[config.mk]
export PLATFORM = sky130hd
export DESIGN_NAME = fifo_wr_burst_ctrl
export DESIGN_NICKNAME = d
export VERILOG_FILES = /design/src/rtl/fifo_wr_burst_ctrl.sv
export SDC_FILE = /design/constraint.sdc
export NUM_CORES = 1
export LEC_CHECK = 0
export BUFFER_PORTS_ARGS = -buffer_cell sky130_fd_sc_hd__buf_4
export CAP_MARGIN = 20
export CORE_ASPECT_RATIO = 0.9
export CORE_UTILIZATION = 40
export CTS_CLUSTER_SIZE = 20
export DETAILED_ROUTE_END_ITERATION = 12
export PLACE_DENSITY_LB_ADDON = 0.12
export SLEW_MARGIN = 20
export SYNTH_ARGS = -nofsm -noshare
export SYNTH_HDL_FRONTEND = slang
export SYNTH_SLANG_ARGS = --single-unit
export TNS_END_PERCENT = 20
[constraint.sdc]
create_clock -name wr_clk -period 6.3 [get_ports wr_clk]
set_input_delay 0.315 -clock wr_clk [delete_from_list [all_inputs] [get_ports wr_clk]]
set_output_delay 0.315 -clock wr_clk [all_outputs]
set_load 0.005 [all_outputs]
[src/rtl/fifo_wr_burst_ctrl.sv]
// Write-side feeder for the async FIFO: 2-entry skid buffer, bounded bursts
// throttled by full/half_full, forced idle gap between bursts, statistics.
module fifo_wr_burst_ctrl #(
   parameter int DATA_WIDTH = 8,
   parameter int DEPTH      = 64,
   parameter int BURST_LEN  = 8,
   parameter int GAP_CYCLES = 2,
   parameter int CNT_W      = 16
) (
   input  logic                  wr_clk,
   input  logic                  wr_rst_n,
   input  logic                  in_valid,
   input  logic [DATA_WIDTH-1:0] in_data,
   output logic                  in_ready,
   input  logic                  burst_abort,
   input  logic                  full,
   input  logic                  half_full,
   output logic                  wr_en,
   output logic [DATA_WIDTH-1:0] wr_data,
   output logic                  burst_active,
   output logic [CNT_W-1:0]      words_written,
   output logic [CNT_W-1:0]      bursts_done
);

   localparam int BEAT_W = $clog2(BURST_LEN + 1);
   localparam int GAP_W  = $clog2(GAP_CYCLES + 1);
   localparam logic [BEAT_W-1:0] LAST_BEAT = BEAT_W'(BURST_LEN - 1);
   localparam logic [GAP_W-1:0]  LAST_GAP  = GAP_W'(GAP_CYCLES - 1);

   if (BURST_LEN < 1 || BURST_LEN > DEPTH / 2 || GAP_CYCLES < 1) begin : g_param_check
      $error("fifo_wr_burst_ctrl: illegal BURST_LEN/GAP_CYCLES for this DEPTH");
   end

   typedef enum logic [1:0] {S_IDLE, S_BURST, S_GAP} state_e;

   state_e                  state_q, state_d;
   logic [DATA_WIDTH-1:0]   skid_q [2];
   logic [DATA_WIDTH-1:0]   skid_d [2];
   logic [1:0]              cnt_q, cnt_d;
   logic                    ready_q;
   logic [BEAT_W-1:0]       beat_q, beat_d;
   logic [GAP_W-1:0]        gap_q, gap_d;
   logic [CNT_W-1:0]        words_q, words_d;
   logic [CNT_W-1:0]        bursts_q, bursts_d;
   logic [DATA_WIDTH-1:0]   last_q;
   logic                    write;
   logic                    push;
   logic                    push_idx;

   always_comb begin
      // NOTE: every variable gets a default first so no path can infer a latch.
      state_d  = state_q;
      beat_d   = beat_q;
      gap_d    = gap_q;
      words_d  = words_q;
      bursts_d = bursts_q;
      write    = 1'b0;
      case (state_q)
         S_IDLE: begin
            if (cnt_q != 2'd0 && !half_full) begin
               state_d = S_BURST;
               beat_d  = '0;
            end
         end
         S_BURST: begin
            if (burst_abort) begin
               state_d  = S_GAP;
               gap_d    = '0;
               bursts_d = bursts_q + 1'b1;
            end else if (cnt_q != 2'd0 && !full) begin
               write   = 1'b1;
               beat_d  = beat_q + 1'b1;
               words_d = words_q + 1'b1;
               if (beat_q == LAST_BEAT) begin
                  state_d  = S_GAP;
                  gap_d    = '0;
                  bursts_d = bursts_q + 1'b1;
               end
            end
         end
         S_GAP: begin
            if (gap_q == LAST_GAP) state_d = S_IDLE;
            else                   gap_d   = gap_q + 1'b1;
         end
         default: state_d = S_IDLE;
      endcase
   end

   // Skid queue: head always sits in slot 0; a pop shifts slot 1 down.
   always_comb begin
      push     = in_valid && ready_q;
      push_idx = write ? (cnt_q == 2'd2) : (cnt_q == 2'd1);
      skid_d   = skid_q;
      cnt_d    = cnt_q;
      if (write) begin
         skid_d[0] = skid_q[1];
         cnt_d     = cnt_q - 2'd1;
      end
      if (push) begin
         skid_d[push_idx] = in_data;
         cnt_d            = cnt_d + 2'd1;
      end
   end

   always_ff @(posedge wr_clk or negedge wr_rst_n) begin
      if (!wr_rst_n) begin
         state_q   <= S_IDLE;
         // NOTE: the two skid slots are cleared too, so no stale word can surface after reset.
         skid_q[0] <= '0;
         skid_q[1] <= '0;
         cnt_q     <= '0;
         ready_q   <= 1'b0;
         beat_q    <= '0;
         gap_q     <= '0;
         words_q   <= '0;
         bursts_q  <= '0;
         last_q    <= '0;
      end else begin
         state_q  <= state_d;
         skid_q   <= skid_d;
         cnt_q    <= cnt_d;
         ready_q  <= (cnt_d != 2'd2);
         beat_q   <= beat_d;
         gap_q    <= gap_d;
         words_q  <= words_d;
         bursts_q <= bursts_d;
         last_q   <= wr_data;
      end
   end

   assign wr_en         = write;
   assign wr_data       = write ? skid_q[0] : last_q;
   assign in_ready      = ready_q;
   assign burst_active  = (state_q == S_BURST);
   assign words_written = words_q;
   assign bursts_done   = bursts_q;

endmodule

Word-level counts from Yosys, hierarchy flattened
Index checks and enable logic that the tools add are counted.
{ "word_totals": {"ff_bits": 67, "output_inout_bits": 43} }
{ "classes": {"n_bitwise": 2, "addsub": 6, "muxes": 30, "reduce_logical": 17, "n_eq_ne": 14, "n_lt_le_gt_ge": 2} }
{ "ops": {"columns": ["cell", "count"], "rows": [
  ["two-way mux 16 bit", 4],
  ["adder 16 x 1 -> 16 bit, second input constant", 2],
  ["two-way mux 8 bit", 3],
  ["two-way mux 2 bit", 11],
  ["bitwise mux 16 bit", 1],
  ["two-way mux 4 bit", 3],
  ["AND reduction 4 bit", 3],
  ["inequality test 2 bit, second input constant", 5],
  ["nonzero test 2 bit", 5],
  ["demux 8 bit (select 1 bit)", 1],
  ["case mux 4 bit (2 select lines)", 1],
  ["== test 2 x 1 -> 1 bit, second input constant", 3],
  ["inequality test 3 x 2 -> 1 bit, second input constant", 2],
  ["case mux 2 bit (3 select lines)", 1],
  ["AND reduction 3 bit", 2],
  ["adder 2 x 1 -> 2 bit, second input constant", 2],
  ["adder 4 x 1 -> 4 bit, second input constant", 1],
  ["== test 2 bit, second input constant", 2],
  ["== test 4 x 3 -> 1 bit, second input constant", 1],
  ["logical AND 1 bit", 4],
  ["two-way mux 1 bit", 4],
  ["case mux 2 bit (2 select lines)", 1],
  ["greater-or-equal comparator 2 bit, second input constant", 1],
  ["logical NOT 1 bit", 2],
  ["other kinds (6)", 6]
]} }

Depth between registers and ports, before layout
Gate-level depths: netlist of run 1.
{ "depth": {"depth_word": 13, "depth_mapped": 9, "depth_no_buf": 6} }

Least setup slack after synthesis of run 1
Ideal clock, no wire load.
{ "synth_path": {"path_kind": "register to output", "startpoint": "register cnt_q[0]", "endpoint": "output wr_data[3]", "path_buffers": 3, "setup_slack_ns": 3.719, "arrival_time_ns": 2.266, "required_ns": 5.985, "stages_incl_launch_ff": 9, "path_cell_list": "dfrtp_1 > inv_1 > ha_1 > or4b_1 > buf_4 > nor2_2 > buf_4 > buf_6 > mux2_2"} }
{ "synth_between": {"elab_chain_len": 6} }
{ "synth_rtl": {"columns": ["item", "line_no", "text"], "rows": [
  ["start, declared", "39", "logic [1:0] cnt_q, cnt_d;"],
  ["start signal, assigned", "121", "cnt_q <= cnt_d;"],
  ["nonzero test 2 bit", "70", "end else if (cnt_q != 2'd0 && !full) begin"],
  ["logical AND 1 bit", "70", null],
  ["two-way mux 1 bit", "70", null],
  ["two-way mux 1 bit", "66", "if (burst_abort) begin"],
  ["two-way mux 1 bit", "58", "case (state_q)"],
  ["named net wr_en", "18", "output logic wr_en,"],
  ["two-way mux 8 bit", "132", "assign wr_data = write ? skid_q[0] : last_q;"],
  ["end, declared", "19", "output logic [DATA_WIDTH-1:0] wr_data,"]
]} }
The timed path passes the listed nets, and every way through them passes these cells.

Worst setup path in the final report of run 1
{ "layout_path": {"startpoint": "register cnt_q[0]", "endpoint": "output wr_data[4]"} }
{ "layout_between": {"elab_chain_len": 6} }
{ "layout_rtl": {"columns": ["item", "line_no"], "rows": [
  ["nonzero test 2 bit", "70"],
  ["logical AND 1 bit", "70"],
  ["two-way mux 1 bit", "70"],
  ["two-way mux 1 bit", "66"],
  ["two-way mux 1 bit", "58"],
  ["two-way mux 8 bit", "132"]
]} }
No other way between the ends.

==> results of run 1 <==
-- cells by family (layout without fill, tap and decap cells) --
family / Yosys count / count (layout) / share of synthesized area (%)
AND/OR/NAND/NOR: 75 / 75 / 14.1
flip-flops: 67 / 67 / 54.8
XOR/XNOR: 36 / 36 / 10.3
multiplexers: 36 / 36 / 13.2
buffers and inverters: 11 / 78 / 1.88
AO/OA/AOI/OAI: 10 / 10 / 2.86
adder cells (fa/ha/maj): 7 / 7 / 2.86
-- stage by stage --
stage          std cells  hold slack (ps)
2_1_floorplan        242             19.4
3_3_place_gp         386              459
3_5_place_dp         386              465
4_1_cts              402              116
5_1_grt              402              156
6_report             402             86.8
-- final timing paths --
| kind | start | to | cells past startpoint |
|---|---|---|---|
| hold reg to reg | words_written[15] | words_written[15] | 1 |
| setup / recovery | cnt_q[0] | wr_data[4] | 7 |
| max in group asynchronous | wr_rst_n | cnt_q[0] | 1 |
| min in group wr_clk | in_data[1] | skid_q[9] | 2 |
| hold / removal | wr_rst_n | words_written[9] | 1 |
| setup reg to reg | cnt_q[0] | words_written[14] | 6 |
-- worst max-delay path, cell delays in order, from the launching register on --
cell	delay [ps]
dfrtp_1	390
inv_1	100
ha_1	250
or4b_1	720
nor2_2	140
buf_4	320
mux2_2	400
buf_4	140
-- Yosys cell counts, types with 2 or more instances --
| cell | count | area share [%] |
|---|---|---|
| dfrtp_1 | 67 | 55 |
| mux2_2 | 34 | 13 |
| xnor2_1 | 28 | 8.0 |
| nand2_1 | 19 | 2.3 |
| nand3_1 | 13 | 2.1 |
| and3_1 | 8 | 1.6 |
| nand4_1 | 8 | 1.6 |
| nor2_1 | 8 | 0.98 |
| xor2_1 | 8 | 2.3 |
| ha_1 | 7 | 2.9 |
| inv_1 | 5 | 0.61 |
| and2_1 | 2 | 0.41 |
| and4_1 | 2 | 0.57 |
| buf_4 | 2 | 0.49 |
| clkbuf_1 | 2 | 0.25 |
| mux2i_1 | 2 | 0.65 |
| nand3b_1 | 2 | 0.49 |
| nor3_1 | 2 | 0.33 |
| o211ai_1 | 2 | 0.49 |
-- cell type report --
type | instances | area (µm²)
inverter | 5 | 18.8
tap | 93 | 116
timing repair buffer | 57 | 428
clock buffer | 11 | 131
fill | 649 | 3450
clock inverter | 5 | 77.6
multi-input combinational | 164 | 1330
sequential | 67 | 1680
-- placed cells by master, fill, tap and decap left out, drive strengths merged, types with 5 or more instances in the layout --
master and count:
nand2 19, xor2 8, nor2 9, buf 57, nand3 13, clkbuf 11
ha 7, inv 5, xnor2 28, dfrtp 67, and3 8, mux2 34
nand4 9
-- power by group through the flow --
stage / sequential, mW / clock [mW] / combinational (mW)
4_1_cts: 0.640 / 0.392 / 0.454
2_1_floorplan: 0.628 / 0 / 0.308
6_report: 0.638 / 0.381 / 0.445
3_5_place_dp: 0.648 / 0 / 0.452
5_1_grt: 0.660 / 0.412 / 0.493
3_3_place_gp: 0.645 / 0 / 0.445
-- layer usage --
| metal | track usage (%) | vias up | share of wire (%) |
|---|---|---|---|
| met1 | 20.3 | 995 | 47 |
| li1 | - | 971 | - |
| met2 | 25.0 | 54 | 47 |
| met3 | 4.57 | 9 | 5.4 |
| met4 | 5.45 | 0 | 1.3 |
| met5 | 0 | - | 0 |
==> reports/results.ini, run 1 <==
[detailed_routing]
antenna_left = 0
vias_per_cell = 5.05
drc_errors = 0
route.detailed.wl_per_inst_um = 14.3
drtIter0Drc = 85
drt_pass1_iterations = 4
drt-total-wl_um = 5750
vias = 2029

[power]
p_comb_share_pct = 30.4
power.ir.vdd_worst_mv = 0.177
switching_share_of_power_pct = 29.2
p_leak_nw = 1.76
power_switching_mw = 0.428
fin_total_pwr_mw = 1.46
power_frac_seq_pct = 43.6
power.clock.fraction_pct = 26.0
power.density_cell_area_nw_per_um2 = 388
internal_power_mw = 1.04

[timing]
worst_slack_ps = 3190
final.setup_skew_ps = 5.65
layout_worst_path_cycle_share_pct = 49.4
grt_setup_unrepaired = no
tightestPinTransition_ps = 1020
slew_viol_final = 0
tns_ps = 0
fmax_mhz = 322
timing.final.hold_violations = 0
timing.slew.headroom_pct = 30.9
finalCriticalPeriod_ps = 3110
timing.final.setup_violations = 0

[global_routing]
grt_first_pass_wirelength_um = 9540
grt_antenna_before_repair = 0
gr-usage-all-layers_pct = 15.7
pin_count_of_the_biggest_net_entering_global_routing = 68
grt_pass1_vias = 2006
grt.overflow.total = 0

[critical_path]
critical_path_class = flop to output pin
highest_fanout_seen_on_the_critical_path = 25
rrSetupSlack_ps = 3410
crit_arrival_ps = 2790
end_kind = output pin
worst_ep_required_time_ps = 5980
timing.critical_path.from_type = flop

[yosys]
cell_count_after_synthesis = 242
yosysWarningCount = 0
synthesis.nets = 263
share_of_flip_flops_with_an_asynchronous_set_or_reset_pct = 100
yosysUniqueCellTypes = 40
synth.yosys.seq_area_share_pct = 54.8
synth.cell_area_um2 = 3060
postSynthAreaPerCell_um2 = 12.6
synth_flop_cell = dfrtp_1
postSynthRegisterBits = 67
synth_enable_flop_cells = 0

[layout]
fraction_of_layout_instances_using_a_drive_strength_above_1_pct = 36.2
antenna-diode-count = 0
utilization_pct = 52.3
finalInstanceArea_um2 = 3770
nNetsFinal = 325
layout-area-overhead-vs-synth_pct = 23.4

[flow_run]
max_cap_viol_count = 0

[clocking]
tritoncts_buffers = 9
clkSinkCount = 67
holdBufCountCts = 0
clk_path_buf_depth = 2
clockRootBuffer = clkbuf_8
ctsHtreeMaxLevel = 3
cts_tree = built
postCtsSetupRepairBufs = 0
cts-resized-gates = 0
clock_insertion_delay_worst_skew_ps = 330
cts.reportedPaths.clkPinSlew_ps = 70

[floorplan]
core_area_um2 = 7220
boundaryPins = 57
die_h_um = 85.0
fp.dieArea_um2 = 8000
fp-row-count = 29
chipWidth_um = 94.2
initial_core_util_pct = 42.4

[outcome]
result_of_the_run = complete, no violations

[placement]
dpl-instance-area_um2 = 3560
buffer_ports.inserted = 56
placement.setup.worst_slack_ps = 3470
place.gp.congestion = 0.837
dp.final_hpwl_um = 3890

[worst_hold_path]
hp-class = input pin to async pin

No activity file was read; power rests on OpenSTA's default activity.
==> run 2: changes to the inputs <==
clock period = 2.8 ns   (was 6.3 ns; I/O delays follow)
==> reports/results.ini, run 2 (same netlist as run 1, synthesis figures left out) <==
[critical_path]
timing.critical_path.from_type = flop
highest_fanout_seen_on_the_critical_path = 15  ; -40%
start_point_of_the_critical_path = cnt_q[0]
critical_path_class = flop to output pin
worst_ep_required_time_ps = 2660  ; -3320 ps
crit_arrival_ps = 2500  ; -290 ps
timing.rr.start = cnt_q[0]
end_kind = output pin

[clocking]
ctsHtreeMaxLevel = 3  ; unchanged
clk_path_buf_depth = 2  ; unchanged
clockRootBuffer = clkbuf_8
clkSinkCount = 67  ; unchanged
cts_tree = built
clock_insertion_delay_worst_skew_ps = 350  ; +20 ps
tritoncts_buffers = 9  ; unchanged
cts.reportedPaths.clkPinSlew_ps = 70  ; about the same

[detailed_routing]
vias_per_cell = 4.93  ; -2.3%
drt-total-wl_um = 5620  ; -2.4%
vias = 2003  ; -1.3%
drc_errors = 0  ; unchanged
route.detailed.wl_per_inst_um = 13.8  ; -3.3%
drt_pass1_iterations = 4  ; unchanged
drtIter0Drc = 38  ; -55%
antenna_left = 0  ; unchanged

[floorplan]
initial_core_util_pct = 42.4  ; unchanged
chipWidth_um = 94.2  ; unchanged
boundaryPins = 57  ; unchanged
fp-row-count = 29  ; unchanged
die_h_um = 85.0  ; unchanged
fp.dieArea_um2 = 8000  ; unchanged
core_area_um2 = 7220  ; unchanged

[global_routing]
pin_count_of_the_biggest_net_entering_global_routing = 68  ; unchanged
gr-usage-all-layers_pct = 15.9  ; +0.25 points
grt_first_pass_wirelength_um = 9580  ; +0.44%
grt_pass1_vias = 1963  ; -2.1%
grt.overflow.total = 0  ; unchanged
grt_antenna_before_repair = 0  ; unchanged

[placement]
placed_cells = 390  ; +1.0%
buffer_ports.inserted = 56  ; unchanged
place.gp.congestion = 0.747  ; -11%
dp.final_hpwl_um = 3790  ; -2.8%

[layout]
layout_commonest_cell = dfrtp_1
layout-area-overhead-vs-synth_pct = 24.3
mostFrequentLayoutCells = 67 x dfrtp_1, 61 x buf_4, 34 x mux2_2, 28 x xnor2_1, 19 x nand2_1
nNetsFinal = 330  ; +1.5%
utilization_pct = 52.7  ; +0.40 points
fillCellCount = 639  ; -1.5%
post_layout_nonfiller_instances = 406  ; +1.0%
fraction_of_layout_instances_using_a_drive_strength_above_1_pct = 37.1  ; +0.81 points
antenna-diode-count = 0  ; unchanged

[timing]
tightestPinTransition_ps = 846  ; -176 ps
final.setup_skew_ps = 6.87  ; +1.22 ps
timing.final.hold_violations = 0  ; unchanged
slew_viol_final = 0  ; unchanged
timing.slew.headroom_pct = 43.6  ; +13 points
fmax_mhz = 379
tns_ps = 0  ; unchanged
grt_setup_unrepaired = no
timing.final.setup_violations = 0  ; unchanged
finalCriticalPeriod_ps = 2640
layout_worst_path_cycle_share_pct = 94.2

[outcome]
result_of_the_run = complete, no violations

[power]
power.ir.vdd_worst_mv = 0.573  ; +220%
p_leak_nw = 1.78  ; +1.3%
power.density_cell_area_nw_per_um2 = 857  ; +120%

[flow_run]
max_cap_viol_count = 0  ; unchanged

[worst_hold_path]
hp-class = input pin to flop
holdCritStartpoint = in_data[0]

[run 2: cell types whose count changed in the layout (fill, tap and decap cells not counted), sizes merged]
cell and delta:
dlygate4sd3 +1, clkinv -1, clkbuf +2, buf +4, clkinvlp -1, bufinv -1
[run 2: metal layers]
layer | part of all wire, % | vias to the layer above | track usage [%] | routed length (µm)
met5 | 0 | - | 0 | 0
met1 | 45 | 970 | 20.6 | 2560
met4 | 2.3 | 0 | 7.97 | 128
li1 | - | 979 | - | -
met3 | 5.6 | 12 | 5.47 | 313
met2 | 47 | 42 | 23.6 | 2620
[run 2: timing repair]
item | 4_1_cts | 5_1_grt
hold buffers | 1 | 0
endpoints found under the setup margin | 0 | 8
resized for setup | 0 | 1
setup buffers | 0 | 0
hold endpoints to repair | 67 | 0
[run 2: area by class of cell]
| class | count | area (µm²) | share of cell area [%] |
|---|---|---|---|
| multi-input cells | 164 | 1330 | 34.9 |
| well taps | 93 | 116 | 3.06 |
| clock inverters | 2 | 35.0 | 0.921 |
| clock buffers | 13 | 159 | 4.18 |
| inverters | 5 | 18.8 | 0.494 |
| repair buffers | 62 | 468 | 12.3 |
| flip-flops and latches | 67 | 1680 | 44.1 |
[run 2: report_power, final]
part | switching [mW] | total [mW] | internal, mW
registers | 0.185 | 1.44 | 1.25
logic | 0.418 | 1.01 | 0.594
clock network | 0.352 | 0.807 | 0.454
total | 0.956 | 3.26 | 2.30
[run 2: final timing paths]
check / endpoint / slack, ps / cells after the start
min in group asynchronous: words_written[10] / 410 / 2
hold reg to reg: bursts_done[15] / 470 / 1
setup reg to reg: flop / 270 / 6
hold / removal: skid_q[8] / 30 / 2
setup / recovery: wr_data[3] / 160 / 7
max in group asynchronous: last_q[2] / 1790 / 2
[run 2: worst max-delay path: stages, from the launching register on]
cell     delay [ps]
dfrtp_1         380
inv_1            90
ha_1            250
or4b_4          570
nor2_2          120
buf_4           230
mux2_2          370
buf_4           140
[run 2: through the flow]
step | setup WS (ps) | hold slack (ps) | total power [mW] | cell area, µm²
CTS | 29.3 | 14.0 | 3.31 | 3800
global placement | 248 | 312 | 2.46 | 3590
global route | 24.7 | 16.6 | 3.50 | 3800
detailed placement | 179 | 304 | 2.48 | 3590
floorplan | 321 | -156 | 2.10 | 3060
finish | 163 | 32.7 | 3.26 | 3800
==> run 3: changes to the inputs <==
ABC_AREA = 1   (was not set)
clock period = 2.2 ns   (was 2.8 ns; I/O delays follow)
==> reports/results.ini, run 3 <==
[flow_run]
max_cap_viol_count = 0  ; unchanged

[layout]
fillCellCount = 817  ; +28%
post_layout_nonfiller_instances = 635  ; +56%
layout_commonest_cell = nand2_1
finalInstanceArea_um2 = 4330  ; +14%
utilization_pct = 52.9  ; +0.25 points
layout-area-overhead-vs-synth_pct = 25.8
antenna-diode-count = 0  ; unchanged
nNetsFinal = 536  ; +62%
fraction_of_layout_instances_using_a_drive_strength_above_1_pct = 18.8  ; -18 points
mostFrequentLayoutCells = 167 x nand2_1, 67 x dfrtp_1, 63 x buf_4, 43 x inv_1, 35 x nand3_1

[placement]
place.gp.congestion = 0.799  ; +6.9%
buffer_ports.inserted = 56  ; unchanged
placement.setup.worst_slack_ps = 343  ; +164 ps
placed_cells = 606  ; +55%
dp.final_hpwl_um = 5170  ; +37%
dpl-instance-area_um2 = 3990  ; +11%

[clocking]
clkSinkCount = 67  ; unchanged
clock_insertion_delay_worst_skew_ps = 340  ; about the same
ctsHtreeMaxLevel = 3  ; unchanged
cts_tree = built
clockRootBuffer = clkbuf_8
clk_path_buf_depth = 2  ; unchanged
tritoncts_buffers = 9  ; unchanged
cts.reportedPaths.clkPinSlew_ps = 70  ; about the same

[yosys]
synth_flop_cell = dfrtp_1
yosysUniqueCellTypes = 27  ; -33%
synthesis.nets = 460  ; +75%
synth_enable_flop_cells = 0  ; unchanged
netlist.top_cell.by_area = dfrtp_1
postSynthRegisterBits = 67  ; unchanged
yosysWarningCount = 0  ; unchanged
postSynthAreaPerCell_um2 = 7.84  ; -38%
synth.cell_area_um2 = 3440  ; +13%
post_synth_top_cells = 167 x nand2_1, 67 x dfrtp_1, 43 x inv_1, 35 x nand3_1, 31 x nor2_1
netlist.area_leader.share_pct = 48.7  ; -6.1 points
share_of_flip_flops_with_an_asynchronous_set_or_reset_pct = 100  ; unchanged
post-synth-top-count-cell = nand2_1
synthTopCellsByArea = dfrtp_1 49%, nand2_1 18%, nand3_1 5.1%
cell_count_after_synthesis = 439  ; +81%
synth.yosys.seq_area_share_pct = 48.7  ; -6.1 points

[critical_path]
highest_fanout_seen_on_the_critical_path = 22  ; +7
worst_ep_required_time_ps = 2090  ; -570 ps
critPathMaxStageDelay_ps = 400  ; -170 ps
end_kind = output pin
crit_arrival_ps = 1990  ; -510 ps
path_delay_family = buffers and inverters
worstPathBufferInverterCount = 3  ; unchanged
crit_path_cell_trace = inv_1 -> ha_1 -> nor2_2 -> nand3_4 -> buf_12 -> o21ai_0 -> buf_4
timing.critical_path.from_type = flop
critical_path_class = flop to output pin
critical_path_slowest_stage_cell = dfrtp_1

[global_routing]
grt_pass1_vias = 2706  ; +38%
grt_first_pass_wirelength_um = 12800  ; +34%
gr-usage-all-layers_pct = 17.9  ; +2.0 points
grt.overflow.total = 0  ; unchanged
grt_antenna_before_repair = 0  ; unchanged
pin_count_of_the_biggest_net_entering_global_routing = 68  ; unchanged

[floorplan]
fp.dieArea_um2 = 8980  ; +12%
boundaryPins = 57  ; unchanged
die_h_um = 90.0  ; +5.9%
chipWidth_um = 99.8  ; +5.9%
fp-row-count = 31  ; +6.9%
core_area_um2 = 8180  ; +13%
initial_core_util_pct = 42.1  ; -0.31 points

[timing]
finalCriticalPeriod_ps = 2100
layout_worst_path_cycle_share_pct = 95.5
tightestPinTransition_ps = 847  ; +0.715 ps
timing.final.setup_violations = 0  ; unchanged
timing.slew.headroom_pct = 43.5  ; -0.048 points
final.setup_skew_ps = 5.32  ; -1.55 ps
tns_ps = 0  ; unchanged
slew_viol_final = 0  ; unchanged
fmax_mhz = 476
timing.final.hold_violations = 0  ; unchanged
worst_slack_ps = 99.9  ; -63.6 ps

[power]
power.ir.vdd_worst_mv = 0.481  ; -16%
power.density_cell_area_nw_per_um2 = 1030  ; +21%
p_leak_nw = 2.19  ; +23%

[detailed_routing]
route.detailed.wl_per_inst_um = 11.7  ; -15%
vias = 2953  ; +47%
drt_pass1_iterations = 4  ; unchanged
vias_per_cell = 4.65  ; -5.7%
drt-total-wl_um = 7440  ; +32%
drtIter0Drc = 117  ; +210%
antenna_left = 0  ; unchanged
drc_errors = 0  ; unchanged

[worst_hold_path]
hp-class = input pin to flop

[outcome]
result_of_the_run = complete, no violations

run 3: changes by cell type in the layout (fill, tap and decap cells not counted), sizes merged, moves of 19 or more:
cell / before / now
inv: 5 / 45
xnor2: 28 / 9
nand3: 13 / 36
nand2: 19 / 172
o21ai: 2 / 32
mux2: 34 / 0
nor2: 9 / 35
run 3: routing by layer:
metal	track usage [%]	up-vias	part of all wire [%]
met4	5.02	0	0.85
li1	-	1542	-
met3	4.35	6	3.4
met1	25.1	1345	51
met2	27.5	60	45
met5	0	-	0
run 3: worst register-to-register path: stages (launching register included):
cell,delay [ps]
dfrtp_1,400
inv_1,100
ha_1,230
nor2_2,180
nand3_4,160
buf_4,200
o21ai_4,250
nand2_2,190
nand2_1,110
nand2_1,60
run 3: timing repair:
item                       CTS  global route
setup endpoints to repair    3             7
hold buffers                 9             0
cloned                       0             0
resized for setup            1             5
buffers inserted             0             4
hold endpoints to repair    77             0
pin swaps                    0             1
run 3: where the power goes:
part           internal, mW  switching, mW  total, mW
clock network         0.519          0.504       1.02
logic                 0.670          0.918       1.59
registers              1.60          0.269       1.87
run 3: worst paths after layout:
kind / startpoint / to / slack (ps) / cells after the start
max in group asynchronous: wr_rst_n / skid_q[10] / 1230 / 2
max: cnt_q[0] / wr_data[2] / 100 / 7
min in group asynchronous: wr_rst_n / bursts_done[10] / 420 / 2
max reg2reg: cnt_q[0] / skid_q[9] / 230 / 9
min: full / beat_q[0] / 140 / 4
min reg2reg: flop / flop / 480 / 2
run 3: per-stage QoR:
step	hold slack [ps]	power (mW)
floorplan	-186	2.81
global placement	282	3.40
detailed placement	280	3.44
CTS	124	4.50
global route	149	4.85
finish	137	4.48
run 3: cell type report:
type,instances,area (µm²),area share [%]
Timing Repair Buffer,73,583,13.5
Multi-Input combinational cell,319,1570,36.1
Clock inverter,7,68.8,1.59
Sequential cell,67,1680,38.7
Clock buffer,9,124,2.86
Tap cell,115,144,3.32
Inverter,45,169,3.90
run 3: logic make-up after synthesis:
kind of cell	after synthesis	share of synthesized area, %
and+or+nand+nor	260	32.6
DFF	67	48.7
buffers and inverters	53	6.14
AOI/OAI and AO/OA	34	5.38
xor gates and xnor gates	18	4.58
adders and majority gates	7	2.54
